==> src/rtl/tpu_ctrl_param_if.sv <==
// Operand-fetch / MMU-control bundle between the systolic sequencer and its environment.
// master = sequencer side, slave = memory/MMU side.
interface tpu_ctrl_param_if #(
  parameter int unsigned DIM    = 2,
  parameter int unsigned ADDR_W = $clog2(2 * DIM * DIM),
  parameter int unsigned IDX_W  = $clog2(DIM * DIM)
);
  logic              load_en;
  logic [ADDR_W-1:0] mem_addr;
  logic              mmu_en;
  logic [ADDR_W-1:0] mmu_cycle;
  logic              out_valid;
  logic [IDX_W-1:0]  out_idx;
  logic              done;
  logic [1:0]        state_out;

  modport master (
    input  load_en,
    output mem_addr,
    output mmu_en,
    output mmu_cycle,
    output out_valid,
    output out_idx,
    output done,
    output state_out
  );

  modport slave (
    output load_en,
    input  mem_addr,
    input  mmu_en,
    input  mmu_cycle,
    input  out_valid,
    input  out_idx,
    input  done,
    input  state_out
  );
endinterface

==> src/rtl/tpu_ctrl_param.sv <==
// Sequencer for a DIM x DIM systolic MMU: fetches A/B operands, overlaps the next fetch with
// compute/writeback, drains to IDLE when the stream stops. TPU_CTRL_OVF_EN adds sticky ovf_err.
module tpu_ctrl_param #(
  parameter int unsigned DIM    = 2,
  parameter int unsigned N_ELEM = 2 * DIM * DIM,
  parameter int unsigned ADDR_W = $clog2(N_ELEM),
  parameter int unsigned IDX_W  = $clog2(DIM * DIM),
  parameter int unsigned LAT    = 3 * DIM - 2
) (
  input  logic             clk,
  input  logic             rst,
  tpu_ctrl_param_if.master bus
`ifdef TPU_CTRL_OVF_EN
  ,
  output logic             ovf_err
`endif
);

  typedef enum logic [1:0] {
    StIdle    = 2'b00,
    StLoad    = 2'b01,
    StStream  = 2'b10,
    StIllegal = 2'b11
  } state_e;

  localparam logic [ADDR_W-1:0] LastAddr = ADDR_W'(N_ELEM - 1);
  localparam logic [ADDR_W-1:0] WinLo    = ADDR_W'(LAT);
  localparam logic [ADDR_W-1:0] WinHi    = ADDR_W'(LAT + DIM * DIM - 1);

  state_e            state_q, state_d;
  logic [ADDR_W-1:0] addr_q, addr_d;
  logic [ADDR_W-1:0] cycle_q, cycle_d;
  logic              en_q, en_d;
  logic              valid_q, valid_d;
  logic [IDX_W-1:0]  idx_q, idx_d;
  logic              done_q, done_d;
  logic              full_q, full_d;
  logic              batch_ok;
`ifdef TPU_CTRL_OVF_EN
  logic              ovf_q, ovf_d;
`endif

  always_comb begin
    state_d  = state_q;
    addr_d   = addr_q;
    cycle_d  = cycle_q;
    full_d   = full_q;
    done_d   = 1'b0;
    batch_ok = 1'b0;
`ifdef TPU_CTRL_OVF_EN
    ovf_d    = ovf_q;
`endif

    unique case (state_q)
      StIdle: begin
        cycle_d = '0;
        if (bus.load_en) begin
          addr_d  = ADDR_W'(1);
          state_d = StLoad;
        end
      end

      StLoad: begin
        if (bus.load_en) begin
          if (addr_q == LastAddr) begin
            addr_d  = '0;
            cycle_d = '0;
            state_d = StStream;
          end else begin
            addr_d = addr_q + ADDR_W'(1);
          end
        end
      end

      StStream: begin
        if (bus.load_en && !full_q) begin
          if (addr_q == LastAddr) begin
            full_d = 1'b1;
          end else begin
            addr_d = addr_q + ADDR_W'(1);
          end
        end
`ifdef TPU_CTRL_OVF_EN
        if (bus.load_en && full_q) begin
          ovf_d = 1'b1;
        end
`endif
        if (cycle_q == LastAddr) begin
          // A load completing the batch on the wrap cycle still counts as a full batch.
          batch_ok = full_q || (bus.load_en && (addr_q == LastAddr));
          addr_d   = '0;
          full_d   = 1'b0;
          cycle_d  = '0;
          if (!batch_ok) begin
            state_d = StIdle;
            done_d  = 1'b1;
`ifdef TPU_CTRL_OVF_EN
            if ((addr_q != '0) || bus.load_en) begin
              ovf_d = 1'b1;
            end
`endif
          end
        end else begin
          cycle_d = cycle_q + ADDR_W'(1);
        end
      end

      default: begin
        state_d = StIdle;
        addr_d  = '0;
        cycle_d = '0;
        full_d  = 1'b0;
      end
    endcase

    // Outputs are derived from next state so they are registered yet cycle-aligned.
    en_d    = (state_d == StStream);
    valid_d = en_d && (cycle_d >= WinLo) && (cycle_d <= WinHi);
    idx_d   = valid_d ? IDX_W'(cycle_d - WinLo) : '0;
  end

  always_ff @(posedge clk or negedge rst) begin
    if (!rst) begin
      state_q <= StIdle;
      addr_q  <= '0;
      cycle_q <= '0;
      en_q    <= 1'b0;
      valid_q <= 1'b0;
      idx_q   <= '0;
      done_q  <= 1'b0;
      full_q  <= 1'b0;
    end else begin
      state_q <= state_d;
      addr_q  <= addr_d;
      cycle_q <= cycle_d;
      en_q    <= en_d;
      valid_q <= valid_d;
      idx_q   <= idx_d;
      done_q  <= done_d;
      full_q  <= full_d;
    end
  end

`ifdef TPU_CTRL_OVF_EN
  always_ff @(posedge clk or negedge rst) begin
    if (!rst) begin
      ovf_q <= 1'b0;
    end else begin
      ovf_q <= ovf_d;
    end
  end

  assign ovf_err = ovf_q;
`endif

  assign bus.mem_addr  = addr_q;
  assign bus.mmu_cycle = cycle_q;
  assign bus.mmu_en    = en_q;
  assign bus.out_valid = valid_q;
  assign bus.out_idx   = idx_q;
  assign bus.done      = done_q;
  assign bus.state_out = state_q;

endmodule
==> src/flat_wrapper.sv <==
// flat-port wrapper written by rule: the top's interface ports become plain ports
module tpu_ctrl_param_flat 
#(
  parameter int unsigned DIM    = 2,
  parameter int unsigned N_ELEM = 2 * DIM * DIM,
  parameter int unsigned ADDR_W = $clog2(N_ELEM),
  parameter int unsigned IDX_W  = $clog2(DIM * DIM),
  parameter int unsigned LAT    = 3 * DIM - 2
)
  (clk, rst, bus_load_en, bus_mem_addr, bus_mmu_en, bus_mmu_cycle, bus_out_valid, bus_out_idx, bus_done, bus_state_out);
  tpu_ctrl_param_if #(.DIM(DIM), .ADDR_W(ADDR_W), .IDX_W(IDX_W)) bus_i ();
  input  logic clk;
  input  logic rst;
  input wire logic [$bits(bus_i.load_en)-1:0] bus_load_en;
  output wire logic [$bits(bus_i.mem_addr)-1:0] bus_mem_addr;
  output wire logic [$bits(bus_i.mmu_en)-1:0] bus_mmu_en;
  output wire logic [$bits(bus_i.mmu_cycle)-1:0] bus_mmu_cycle;
  output wire logic [$bits(bus_i.out_valid)-1:0] bus_out_valid;
  output wire logic [$bits(bus_i.out_idx)-1:0] bus_out_idx;
  output wire logic [$bits(bus_i.done)-1:0] bus_done;
  output wire logic [$bits(bus_i.state_out)-1:0] bus_state_out;
  assign bus_i.load_en = bus_load_en;
  assign bus_mem_addr = bus_i.mem_addr;
  assign bus_mmu_en = bus_i.mmu_en;
  assign bus_mmu_cycle = bus_i.mmu_cycle;
  assign bus_out_valid = bus_i.out_valid;
  assign bus_out_idx = bus_i.out_idx;
  assign bus_done = bus_i.done;
  assign bus_state_out = bus_i.state_out;
  tpu_ctrl_param #(.DIM(DIM), .N_ELEM(N_ELEM), .ADDR_W(ADDR_W), .IDX_W(IDX_W), .LAT(LAT)) u_core (.clk(clk), .rst(rst), .bus(bus_i));
endmodule
==> config.mk <==
export PLATFORM = sky130hd
export DESIGN_NAME = tpu_ctrl_param_flat
export DESIGN_NICKNAME = d
export VERILOG_FILES = /design/src/rtl/tpu_ctrl_param_if.sv /design/src/rtl/tpu_ctrl_param.sv /design/src/flat_wrapper.sv
export SDC_FILE = /design/constraint.sdc
export NUM_CORES = 1
export LEC_CHECK = 0
export ABC_AREA = 1
export BUFFER_PORTS_ARGS = -buffer_cell sky130_fd_sc_hd__buf_2
export CAP_MARGIN = 20
export CORE_MARGIN = 4
export CORE_UTILIZATION = 35
export DETAILED_ROUTE_END_ITERATION = 7
export PLACE_DENSITY = 0.66
export SLEW_MARGIN = 20
export SYNTH_ARGS = -nofsm -noshare
export SYNTH_HDL_FRONTEND = slang
export SYNTH_SLANG_ARGS = --single-unit
==> constraint.sdc <==
create_clock -name clk -period 1.45 [get_ports clk]
set_input_delay 0.2175 -clock clk [delete_from_list [all_inputs] [get_ports clk]]
set_output_delay 0.2175 -clock clk [all_outputs]
set_load 0.05 [all_outputs]
==> key figures <==
Worst setup path
  – Kind of critical path: reg -> reg
  – Setup crit end kind: register
  – Worst path most repeated cell: ha_4
  – Worst-path cell chain: ha_4 > ha_4 > nand2_4 > nand3_2 > a21oi_2 > nand3_4 > nor2_2
  – Worst EP arrival: 1.67 ns
  – Crit path max-delay cell type: dfrtp_2
  – Critical path startpoint category: register
  – Reg2Reg Setup Slack: 0.007 ns
  – Crit path largest cell delay: 0.43 ns
  – Req. time, crit path: 1.67 ns
  – Worst path bufs/invs: 0
  – Crit-path leading delay family: flip-flops
  – Maximum fanout along the worst path: 5

Outcome
  – Status: finished, final reports clean

Timing
  – Final Hold Fails: 0
  – Relative slew slack: 78.7%
  – Slew @ Worst Pin: 0.320 ns
  – Final Setup Violations: 0
  – Fin crit period: 1.44 ns
  – Setup TNS: 0 ns
  – RSZ-0062 raised after global routing: yes
  – Crit share post-route: 99.5%
  – Final Max Tran Viols: 0
  – Max Freq: 693 MHz
  – Worst Skew: 0.00785 ns

Power
  – Pleak: 0.585 nW
  – Worst VDD drop: 0.931 mV
  – PwrDens: 1490 nW/um^2

Die
  – IO Count: 16
  – Die Wd: 55.2 um
  – Core Area: 2040 um^2
  – Die area: 3050 um^2
  – FP Rows: 16
  – Die height: 55.2 um
  – Initial Utilization: 38.2%

Synthesis
  – Synthesized area per cell: 8.86 um^2
  – XOR/XNOR share of the synthesized area: 0%
  – Main combinational cell family by area after synthesis: simple AND/OR/NAND/NOR gates
  – Mapped Area: 779 um^2
  – Seq/Total Area, Yosys: 44.9%
  – Syn_nets: 99
  – Compound-gate portion of the synthesized area: 9.47%
  – Adder-Cell Fraction of Synth Area: 12.8%
  – Post-synthesis cell count: 88
  – Simple-Gate Fraction of Synth Area: 25.0%
  – Cell variety after synth: 20
  – Mux cell area share after synthesis: 0%
  – Synth warn: 0
  – Yosys reg bits: 14

Global routing
  – Number of global-route vias before repair: 661
  – Largest net degree at the start of global routing: 15
  – Global-route wire length before repair: 2.88 mm
  – Total Routing Usage GR: 13.9%
  – Initial antenna violation count: 0
  – Gr ovfl total: 0

Final layout
  – Final non-filler cell total: 147
  – Commonest non-fill, non-tap cell in the layout: buf_2
  – Most frequent cells in the layout: buf_2 (15), nand2_1 (14), buf_4 (12)
  – Layout cells sized above 1: 64.2%
  – Area growth, synth to finish: 56.3%
  – ANT cells: 0
  – Fillers: 172
  – Fin nets: 132

Clock tree
  – Clk_lat worst skew: 0.29 ns
  – CTS Buf Count: 3
  – Root buffer cell: clkbuf_4
  – Clock Tree Buf Depth: 2
  – H-tree Lvls: 1
  – CTS Sinks: 14
  – TritonCTS clock tree: yes
  – Worst-path clk slew: 0.09 ns

Worst hold path
  – Min-delay worst type: in -> async

Routing
  – TritonRoute pass-1 iters: 4
  – Post-route DRC: 0
  – Wirelength per Cell: 12.5 um
  – Drt total wl: 1.84 mm
  – Detailed Route Iter0 Violations: 18
  – Vias per Instance: 4.72
  – Antenna viol nets, final: 0
  – Via count: 694

Placed design
  – Gp weighted congestion: 0.778
  – Dpl cells: 134
  – Port bufs: 15
  – Final HPWL DP: 1.28 mm

Job
  – MaxCap Viol Count: 0
[kinds of logic (layout without fill, tap and decap cells)]
logic type | Yosys count | in the layout
AND/OR/NAND/NOR | 40 | 40
AO/OA/AOI/OAI | 11 | 11
adder cells (fa/ha/maj) | 8 | 8
buffers and inverters | 15 | 47
flip-flops | 14 | 14
[cells in the mapped netlist]
| cell type | instances | area share (%) |
|---|---|---|
| a21oi_1 | 5 | 3.2 |
| a21oi_2 | 1 | 1.1 |
| a21oi_4 | 1 | 2.1 |
| and2_1 | 1 | 0.80 |
| buf_4 | 1 | 0.96 |
| dfrtp_1 | 14 | 45 |
| ha_1 | 8 | 13 |
| inv_1 | 12 | 5.8 |
| inv_2 | 2 | 0.96 |
| nand2_1 | 17 | 8.2 |
| nand2_2 | 2 | 1.6 |
| nand3_1 | 7 | 4.5 |
| nand3_2 | 3 | 3.9 |
| nand4_1 | 1 | 0.80 |
| nor2_1 | 6 | 2.9 |
| nor2_2 | 2 | 1.6 |
| o21ai_0 | 1 | 0.64 |
| o21ai_1 | 2 | 1.3 |
| o21ai_2 | 1 | 1.1 |
| or2_2 | 1 | 0.80 |
[where the power goes]
| part | switching, W | total [W] | leakage, nW | internal, W |
|---|---|---|---|---|
| Combinational | 0.000600 | 0.000998 | 0.386 | 0.000398 |
| Clock | 0.000136 | 0.000289 | 0.0210 | 0.000153 |
| Sequential | 0.0000726 | 0.000530 | 0.178 | 0.000458 |
[worst paths after layout]
kind	to	depth (start not counted)	from
setup / recovery	u_core.bus.out_idx[1]	7	u_core.bus.mem_addr[1]
hold / removal	u_core.bus.mem_addr[1]	2	rst
setup reg to reg	u_core.bus.out_idx[1]	7	u_core.bus.mem_addr[1]
hold reg to reg	u_core.bus.mem_addr[2]	2	u_core.bus.mem_addr[2]
max in group asynchronous	u_core.bus.mmu_cycle[2]	2	rst
min in group clk	u_core.bus.done	5	bus_load_en
[layout make-up]
cell class	count	area, um^2	share of cell area [%]
multi-input cells	59	547	44.9
flip-flops and latches	14	360	29.6
repair buffers	29	186	15.3
clock buffers	4	36.3	2.98
well taps	27	33.8	2.77
inverters	14	55.1	4.52
[registers in the layout, indices dropped and copies added, names as in the netlist]
name                  flops
u_core.bus.out_valid      1
u_core.bus.mmu_en         1
u_core.bus.mmu_cycle      3
u_core.bus.mem_addr       3
u_core.bus.state_out      2
u_core.full_q             1
u_core.bus.out_idx        2
u_core.bus.done           1
[through the flow]
stage / area (um^2) / util [%] / hold slack [ns] / total power, W / worst slack, ns
6_report: 1220 / 59.7 / 0.342 / 0.00182 / 0.00676
5_1_grt: 1220 / 59.7 / 0.373 / 0.00194 / -0.0706
4_1_cts: 1080 / 52.8 / 0.298 / 0.00166 / -0.00207
3_5_place_dp: 988 / 48.4 / 0.136 / 0.00130 / -0.0208
3_3_place_gp: 988 / 48.4 / 0.131 / 0.00129 / -0.00230
2_1_floorplan: 850 / - / -0.0781 / 0.00111 / -0.0407
[routing by layer]
metal	part of all wire [%]	track usage [%]	up-vias
li1	-	-	343
met4	1.1	4.86	0
met2	49	22.8	18
met5	0	0	-
met1	42	16.0	328
met3	7.6	6.17	5
[what timing repair did]
action | 4_1_cts | 5_1_grt
endpoints found under the hold margin | 14 | 0
setup endpoints to repair | 2 | 8
gates resized for setup | 4 | 23
pin swaps | 3 | 8
hold buffers | 1 | 0
setup buffers | 3 | 5
Power figures use the tool's default switching activity.
